**src/rtl/alu_pkg.sv**
```systemverilog
// alu_pkg: shared ALU op codes and arbiter state encoding
package alu_pkg;
  typedef enum logic [2:0] {
    ADD         = 3'd0,
    SUB         = 3'd1,
    AND         = 3'd2,
    OR          = 3'd3,
    XOR         = 3'd4,
    SHIFT_LEFT  = 3'd5,
    SHIFT_RIGHT = 3'd6
  } alu_op_t;
  localparam logic [2:0] OP_ILLEGAL = 3'd7;
  typedef enum logic [1:0] {IDLE, EXEC, RESP} alu_arb_state_t;
endpackage

```
**src/rtl/rr_arbiter.sv**
```systemverilog
// rr_arbiter: picks the first set request searching upward from last+1 mod NREQ; outputs one-hot gnt, its idx and req_any
module rr_arbiter #(
  parameter int NREQ = 4,
  parameter int IDW  = $clog2(NREQ)
) (
  input  logic [NREQ-1:0] req,
  input  logic [IDW-1:0]  last,
  output logic [NREQ-1:0] gnt,
  output logic [IDW-1:0]  idx,
  output logic            req_any
);
  logic [IDW-1:0] c;
  always_comb begin
    idx = '0;
    req_any = 1'b0;
    c = '0;
    for (int i = NREQ; i >= 1; i--) begin
      c = IDW'((int'(last) + i) % NREQ);
      if (req[c]) begin
        idx = c;
        req_any = 1'b1;
      end
    end
    gnt = req_any ? NREQ'(1) << idx : '0;
  end
endmodule

```
**src/rtl/alu_arbiter.sv**
```systemverilog
// alu_arbiter: round-robin share of one ALU among NREQ valid/ready requesters, registered tagged response with backpressure
module alu_arbiter
  import alu_pkg::*;
#(
  parameter int N    = 16,
  parameter int NREQ = 4,
  parameter int IDW  = $clog2(NREQ)
) (
  input  logic              clk,
  input  logic              rst,
  input  logic [NREQ-1:0]   req_valid,
  output logic [NREQ-1:0]   req_ready,
  input  logic [NREQ*N-1:0] req_a,
  input  logic [NREQ*N-1:0] req_b,
  input  logic [NREQ*3-1:0] req_op,
  output logic              rsp_valid,
  input  logic              rsp_ready,
  output logic [IDW-1:0]    rsp_id,
  output logic [N-1:0]      rsp_result,
  output logic              rsp_carry,
  output logic              rsp_zero,
  output logic              rsp_err,
  output logic              busy,
  output logic [15:0]       ops_done
);
  alu_arb_state_t state_q, state_d;
  logic [IDW-1:0] last_q, last_d, id_q, id_d, rsp_id_q, rsp_id_d, gnt_idx;
  logic [N-1:0] a_q, a_d, b_q, b_d, rsp_result_q, rsp_result_d, alu_res;
  logic [2:0] op_q, op_d;
  logic rsp_valid_q, rsp_valid_d, rsp_carry_q, rsp_carry_d;
  logic rsp_zero_q, rsp_zero_d, rsp_err_q, rsp_err_d;
  logic alu_carry, alu_err, req_any;
  logic [15:0] ops_q, ops_d;
  logic [NREQ-1:0] gnt;
  logic [N:0] sum;
  rr_arbiter #(.NREQ(NREQ), .IDW(IDW)) u_rr (
    .req(req_valid), .last(last_q), .gnt(gnt), .idx(gnt_idx), .req_any(req_any)
  );
  always_comb begin
    sum = {1'b0, a_q} + {1'b0, b_q};
    alu_res = '0;
    alu_carry = 1'b0;
    alu_err = 1'b0;
    case (op_q)
      ADD:         {alu_carry, alu_res} = sum;
      SUB:         begin alu_res = a_q - b_q; alu_carry = a_q < b_q; end
      AND:         alu_res = a_q & b_q;
      OR:          alu_res = a_q | b_q;
      XOR:         alu_res = a_q ^ b_q;
      SHIFT_LEFT:  begin alu_res = a_q << b_q; alu_carry = a_q[N-1]; end
      SHIFT_RIGHT: begin alu_res = a_q >> b_q; alu_carry = a_q[0]; end
      default:     alu_err = 1'b1;
    endcase
  end
  always_comb begin
    state_d = state_q;
    last_d = last_q;
    id_d = id_q;
    a_d = a_q;
    b_d = b_q;
    op_d = op_q;
    rsp_valid_d = rsp_valid_q;
    rsp_id_d = rsp_id_q;
    rsp_result_d = rsp_result_q;
    rsp_carry_d = rsp_carry_q;
    rsp_zero_d = rsp_zero_q;
    rsp_err_d = rsp_err_q;
    ops_d = ops_q;
    case (state_q)
      IDLE: if (req_any) begin
        a_d = req_a[gnt_idx*N +: N];
        b_d = req_b[gnt_idx*N +: N];
        op_d = req_op[gnt_idx*3 +: 3];
        id_d = gnt_idx;
        last_d = gnt_idx;
        state_d = EXEC;
      end
      EXEC: begin
        rsp_valid_d = 1'b1;
        rsp_id_d = id_q;
        rsp_result_d = alu_res;
        rsp_carry_d = alu_carry;
        rsp_zero_d = alu_res == '0;
        rsp_err_d = alu_err;
        state_d = RESP;
      end
      RESP: if (rsp_ready) begin
        rsp_valid_d = 1'b0;
        ops_d = ops_q + 16'd1;
        state_d = IDLE;
      end
      default: state_d = IDLE;
    endcase
  end
  always_ff @(posedge clk or posedge rst) begin
    if (rst) begin
      state_q <= IDLE;
      last_q <= IDW'(NREQ - 1);
      id_q <= '0;
      a_q <= '0;
      b_q <= '0;
      op_q <= '0;
      rsp_valid_q <= 1'b0;
      rsp_id_q <= '0;
      rsp_result_q <= '0;
      rsp_carry_q <= 1'b0;
      rsp_zero_q <= 1'b0;
      rsp_err_q <= 1'b0;
      ops_q <= '0;
    end else begin
      state_q <= state_d;
      last_q <= last_d;
      id_q <= id_d;
      a_q <= a_d;
      b_q <= b_d;
      op_q <= op_d;
      rsp_valid_q <= rsp_valid_d;
      rsp_id_q <= rsp_id_d;
      rsp_result_q <= rsp_result_d;
      rsp_carry_q <= rsp_carry_d;
      rsp_zero_q <= rsp_zero_d;
      rsp_err_q <= rsp_err_d;
      ops_q <= ops_d;
    end
  end
  assign req_ready = (state_q == IDLE && !rst) ? gnt : '0;
  assign rsp_valid = rsp_valid_q;
  assign rsp_id = rsp_id_q;
  assign rsp_result = rsp_result_q;
  assign rsp_carry = rsp_carry_q;
  assign rsp_zero = rsp_zero_q;
  assign rsp_err = rsp_err_q;
  assign busy = state_q != IDLE;
  assign ops_done = ops_q;
endmodule

```
**config.mk**
```make
export PLATFORM = sky130hd
export DESIGN_NAME = alu_arbiter
export DESIGN_NICKNAME = d
export VERILOG_FILES = /design/src/rtl/alu_pkg.sv /design/src/rtl/rr_arbiter.sv /design/src/rtl/alu_arbiter.sv
export SDC_FILE = /design/constraint.sdc
export NUM_CORES = 1
export LEC_CHECK = 0
export CAP_MARGIN = 20
export CORE_MARGIN = 4
export CORE_UTILIZATION = 40
export CTS_BUF_LIST = sky130_fd_sc_hd__clkbuf_8
export CTS_CLUSTER_DIAMETER = 50
export CTS_CLUSTER_SIZE = 20
export DETAILED_ROUTE_END_ITERATION = 8
export PLACE_DENSITY = 0.65
export SKIP_CTS_REPAIR_TIMING = 1
export SLEW_MARGIN = 20
export SYNTH_ARGS = -nofsm -noshare
export SYNTH_HDL_FRONTEND = slang
export SYNTH_HIERARCHICAL = 1
export SYNTH_SLANG_ARGS = --single-unit
```
**constraint.sdc**
```tcl
create_clock -name clk -period 3.9 [get_ports clk]
set_clock_uncertainty 0.1 [all_clocks]
set_input_delay 0.585 -clock clk [delete_from_list [all_inputs] [get_ports clk]]
set_output_delay 0.585 -clock clk [all_outputs]
set_load 0.01 [all_outputs]
```
==> results.tsv <==
metric	value	unit
Worst R2R End	rsp_zero	
Async SR Flop Fraction	100	%
fin crit share	94.7	%
CTS sink count	79	
R2R Path Start	a_q[1]	
GP Congestion	1.01	
CTS tree	done	
Setup crit end kind	register	
Power Density	913	nW/um^2
cts bufs inserted	9	
Fin. Hold Viols	0	
Port-buffer cells	189	
library cells used by synthesis	86	
CTS clk-pin slew, worst paths	0.10	ns
max cap viols	0	
DR pass1 iterations	8	
crit path max fanout	10	
Die H	153	microns
Arr. time, crit path	3.89	ns
Root Driver	clkbuf_8	
Yosys warning count	6	
GRT Overall Usage	26.3	%
# diodes	0	
RSZ-0062 raised after global routing	no	
drt initial violations	1088	
Fmax	271	MHz
kind of critical path	reg2reg	
first-pass GRT wire length	48900	microns
Setup Total Neg Slack	0	ns
initial antenna violation count	0	
P&R area growth vs syn	32.4	%
Post-synth top flop	dfrtp_1	
# DRC	0	
routed len/inst	21.6	microns
Worst-Skew Late Latency	0.40	ns
vias in the first global route	8492	
Slew HR	44.9	%
core area	20500	sq um
Reg2Reg Setup Slack	0.21	ns
share of cells above drive strength 1	14.9	%
hpwl dp	25200	microns
FF+latch count, synth	79	
leakage	4.58	nW
count of final setup violators	0	
r2r worst-path depth	12	
Mapped Area	8450	sq um
clk buf depth	2	
post-layout power	10.2	mW
I/O Pins	190	
sequential share of the synthesized area	23.4	%
grt total ovfl	0	
via/cell ratio	6.00	
DIE AREA	23500	sq um
Tmin final	3.69	ns
WHS Endpoint	ops_done[15]	
Synthesized Nets	1198	
Avg Synthesized Cell Area	8.52	sq um
EDFF count, synth	0	
Post-Route WL	31700	microns
Hold Path Class	reg2reg	
Slew Viols, Final	0	
Synth Instances	992	
Final #Nets	1401	
Initial Util	41.2	%
worst slew pin tran	0.819	ns
WHS Path Cells	1	
H-tree lvl count	3	
WP data required	4.09	ns
Core Rows	52	
routed vias	8826	
largest net degree at the start of global routing	44	
crit start category	register	
status	finished, final reports clean	
worst vdd ir	0.394	mV
min-delay src	ops_done[15]	
width of the die	153	microns
Post-DRT Antenna Nets	0	
state kept, by name, indices dropped and copies added, names as in the netlist:
| name | count |
|---|---|
| a_q | 16 |
| b_q | 16 |
| id_q | 2 |
| last_q | 2 |
| op_q | 3 |
| ops_done | 16 |
| rsp_carry | 1 |
| rsp_err | 1 |
| rsp_id | 2 |
| rsp_result | 16 |
| rsp_valid | 1 |
| rsp_zero | 1 |
| state_q | 2 |
report_power, final:
group | switching, mW | leakage, nW | internal (mW)
combinational | 4.55 | 3.49 | 3.30
sequential | 0.508 | 0.985 | 1.17
clock | 0.388 | 0.104 | 0.311
Yosys cell counts, drive strengths merged (6+ instances only):
cell type,n,area [sq um]
a21oi,56,280
o21ai,98,494
a22o,7,61.3
o21a,6,45.0
clkbuf,37,139
nand3,12,60.1
nand2,113,424
mux2i,22,220
a211o,7,61.3
nor3,22,115
ha,57,713
a31oi,12,75.1
o31ai,9,67.6
nor2,70,265
or3,9,56.3
mux4,47,1060
xnor2,16,140
and2,6,37.5
mux2,18,210
a211oi,16,138
xor2,6,52.6
nor2b,11,68.8
o22ai,8,50.1
buf,31,166
nor4,13,93.8
o211ai,8,60.1
nand4,16,100
a221oi,7,67.6
inv,66,248
dfrtp,77,1930
a21o,10,75.1
nand2b,14,92.6
or2,8,50.1
cells in the final DEF (no fill, tap or decap), drive strengths merged, types with 7 or more instances in the layout:
cell and instances:
clkdlybuf4s50 189, nand2 113, o21ai 98, dfrtp 77
buf 71, nor2 70, inv 69, ha 57
a21oi 56, mux4 47, mux2i 22, nor3 22
mux2 18, xnor2 16, nand4 16, a211oi 16
nand2b 14, nor4 13, nand3 12, a31oi 12
nor2b 11, a21o 10, or3 9, o31ai 9
clkbuf 9, o22ai 8, o211ai 8, or2 8
a22o 7, a211o 7, a221oi 7
cell type report:
type | instances | area [sq um]
fillers | 1935 | 9300
multi-input cells | 778 | 5940
repair buffers | 260 | 2470
flip-flops and latches | 79 | 1980
well taps | 270 | 338
inverters | 67 | 253
clock buffers | 9 | 124
clock inverters | 7 | 86.3
per-layer routing:
| layer | part of all wire, % | up-vias | track usage [%] |
|---|---|---|---|
| li1 | - | 4074 | - |
| met1 | 44 | 4202 | 37.5 |
| met2 | 44 | 485 | 41.2 |
| met3 | 8.3 | 65 | 4.30 |
| met4 | 3.1 | 0 | 7.74 |
| met5 | 0 | - | 0 |
how the worst max path moves through the flow:
stage / from / end / cells past startpoint
2_1_floorplan: b_q[3] / rsp_zero / 14
3_3_place_gp: a_q[1] / rsp_zero / 12
3_5_place_dp: a_q[1] / rsp_zero / 12
4_1_cts: a_q[1] / rsp_zero / 12
5_1_grt: a_q[6] / rsp_zero / 12
6_report: a_q[1] / rsp_zero / 12
logic make-up after synthesis:
logic type | count (synthesis) | synth area share (%)
and+or+nand+nor | 311 | 17.7
AOI/OAI and AO/OA | 299 | 23.5
buffers and inverters | 135 | 6.59
muxes | 87 | 17.6
DFF | 79 | 23.4
adders and majority gates | 59 | 8.91
xor gates and xnor gates | 22 | 2.28
critical path, stage by stage, from the launching register on:
cell      delay (ns)
dfrtp_1         0.58
inv_1           0.17
ha_1            0.37
or2_2           0.31
a211oi_1        0.37
buf_4           0.21
mux2i_1         0.16
o311ai_0        0.15
a21boi_0        0.34
o221ai_1        0.27
nor2_1          0.18
nand4_1         0.12
o41ai_2         0.28
per-stage QoR:
stage | hold slack (ns) | instances | area, sq um | util (%) | setup WS (ns)
3_3_place_gp | 0.356 | 1454 | 11000 | 53.6 | 0.273
6_report | 0.374 | 1470 | 11200 | 54.6 | 0.208
4_1_cts | 0.376 | 1470 | 11200 | 54.6 | 0.237
3_5_place_dp | 0.364 | 1454 | 11000 | 53.6 | 0.259
2_1_floorplan | 0.360 | 992 | 8450 | - | 0.421
5_1_grt | 0.401 | 1470 | 11200 | 54.6 | 0.0300
No activity file was read; power rests on OpenSTA's default activity.
==> patch (same settings) <==
Take the reset off `a_q`, `b_q` and `rsp_result_q` and load them in a clocked block of their own.
--- a/src/rtl/alu_arbiter.sv
+++ b/src/rtl/alu_arbiter.sv
@@ -97,12 +97,9 @@
       state_q <= IDLE;
       last_q <= IDW'(NREQ - 1);
       id_q <= '0;
-      a_q <= '0;
-      b_q <= '0;
       op_q <= '0;
       rsp_valid_q <= 1'b0;
       rsp_id_q <= '0;
-      rsp_result_q <= '0;
       rsp_carry_q <= 1'b0;
       rsp_zero_q <= 1'b0;
       rsp_err_q <= 1'b0;
@@ -111,17 +108,20 @@
       state_q <= state_d;
       last_q <= last_d;
       id_q <= id_d;
-      a_q <= a_d;
-      b_q <= b_d;
       op_q <= op_d;
       rsp_valid_q <= rsp_valid_d;
       rsp_id_q <= rsp_id_d;
-      rsp_result_q <= rsp_result_d;
       rsp_carry_q <= rsp_carry_d;
       rsp_zero_q <= rsp_zero_d;
       rsp_err_q <= rsp_err_d;
       ops_q <= ops_d;
     end
+  end
+
+  always_ff @(posedge clk) begin
+    a_q          <= a_d;
+    b_q          <= b_d;
+    rsp_result_q <= rsp_result_d;
   end
   assign req_ready = (state_q == IDLE && !rst) ? gnt : '0;
   assign rsp_valid = rsp_valid_q;
Check against the original RTL: differs if rst is asserted again (counterexample within 4 cycles, from zero or initial values and one cycle with rst high); with rst held inactive, the same outputs for 4 cycles.
==> patch against the unedited design <==
  * Final cell count shrank 8.6%
  * Clock power grew 2%
  * Area after synthesis shrank 5.5%
  * Highest routed layer is now met5
  * Cell area shrank 2.8%
  * Worst setup slack lost 0.14 ns
  * Wire length shrank 7.9%
  * Sequential cell count is the same
  * Total power is essentially flat
==> patch: results (changes against the unedited design) <==
| Metric | Value |
|---|---|
| Crit Path Max Fanout | 4 (was 10) |
| CP max stage delay | 0.55 ns (was 0.58 ns) |
| Post-synth EDFFs | 48 (was 0) |
| Reg-to-reg startpoint | a_q[0]$_DFFE_PP_ (was a_q[1]$_DFFE_PP0P_) |
| Relative slew slack | 42.2% (was 44.9%) |
| Sequential fraction of the synthesis area | 27.8% (was 23.4%) |
| Reg2reg setup slack | 0.07 ns (was 0.21 ns) |
| Post-synth top flop | edfxtp_1 (was dfrtp_1) |
| NumNets Final | 1279 (was 1401) |
| Largest net degree at the start of global routing | 39 (was 44) |
| Commonest cells post-synth | nand2_1 (90), inv_1 (60), nor2_1 (59) (was nand2_1 (113), o21ai_0 (87), dfrtp_1 (77)) |
| Total track usage | 25.9% (was 26.3%) |
| First-pass GRT wire length | 44.7 mm (was 48.9 mm) |
| Vias in the first global route | 7961 (was 8492) |
| Outcome | complete, no violations (unchanged) |
| Vias | 8102 (was 8826) |
| Fmax | 0.261 GHz (was 0.271 GHz) |
| DR iter-0 viols | 731 (was 1088) |
| Reg2Reg Depth | 10 (was 12) |
| DR pass1 iterations | 9 (was 8) |
| Routed wire length | 29.2 mm (was 31.7 mm) |
| WP data arrival | 4.02 ns (was 3.89 ns) |
| Synth area leaders | edfxtp_1 (18%), mux4_2 (15%), dfrtp_1 (9.1%) (was dfrtp_1 (23%), mux4_2 (13%), ha_1 (8.4%)) |
| CP max-delay cell | or4b_4 (was dfrtp_1) |
| Syn nets | 1052 (was 1198) |
| Asr flop ratio synth | 39.2% (was 100%) |
-- patch: where the power goes --
part	internal (W)	switching, W
logic	0.00338	0.00424
clock network	0.000358	0.000354
registers	0.00146	0.000425
-- patch: layer usage --
| metal | up-vias | global-route usage [%] | wire length (microns) |
|---|---|---|---|
| li1 | 3666 | - | - |
| met3 | 50 | 6.59 | 2930 |
| met2 | 489 | 42.1 | 13800 |
| met1 | 3895 | 33.8 | 11700 |
| met5 | - | 0 | 7 |
| met4 | 2 | 8.92 | 815 |
-- patch: kinds of logic after synthesis --
| logic type | after synthesis | synth area share, % |
|---|---|---|
| adder cells (fa/ha/maj) | 59 | 9.43 |
| buffers and inverters | 121 | 6.23 |
| AND/OR/NAND/NOR | 255 | 15.4 |
| XOR/XNOR | 20 | 2.19 |
| multiplexers | 88 | 19.6 |
| AO/OA/AOI/OAI | 224 | 19.4 |
| flip-flops | 79 | 27.8 |
-- patch: worst reg2reg max path: cells and delay by family (launching register included) --
kind / cells / cell delay [ns]
AOI/OAI and AO/OA: 6 / 1.72
and+or+nand+nor: 2 / 0.79
adders and majority gates: 2 / 0.67
DFF: 1 / 0.46
-- patch: layout make-up --
type                            count  area, sq um
Clock inverter                      7         90.1
Clock buffer                        9          124
Fill cell                        1791         8640
Tap cell                          265          332
Sequential cell                    79         2220
Inverter                           63          236
Timing Repair Buffer              274         2550
Multi-Input combinational cell    646         5330
-- patch: metrics by stage --
stage               setup slack (ns)  area (sq um)  cells  setup TNS (ns)
finish                        0.0722         10900   1343               0
global route                 -0.0342         10900   1343         -0.0342
CTS                         -0.00897         10800   1339        -0.00897
detailed placement            0.0171         10600   1323               0
global placement               0.123         10600   1323               0
floorplan                      0.167          7990    846               0
-- patch: worst min path at each step --
stage                               end  slack [ns]  cells past startpoint                     start
6_report       ops_done[15]$_DFFE_PP0P_        0.38                      1  ops_done[15]$_DFFE_PP0P_
5_1_grt        ops_done[15]$_DFFE_PP0P_        0.40                      1  ops_done[15]$_DFFE_PP0P_
4_1_cts        ops_done[15]$_DFFE_PP0P_        0.38                      1  ops_done[15]$_DFFE_PP0P_
3_5_place_dp   ops_done[15]$_DFFE_PP0P_        0.36                      1  ops_done[15]$_DFFE_PP0P_
3_3_place_gp      rsp_id[1]$_DFFE_PP0P_        0.36                      2       id_q[1]$_DFFE_PP0P_
2_1_floorplan     last_q[1]$_DFFE_PP1P_        0.34                      2     last_q[1]$_DFFE_PP1P_
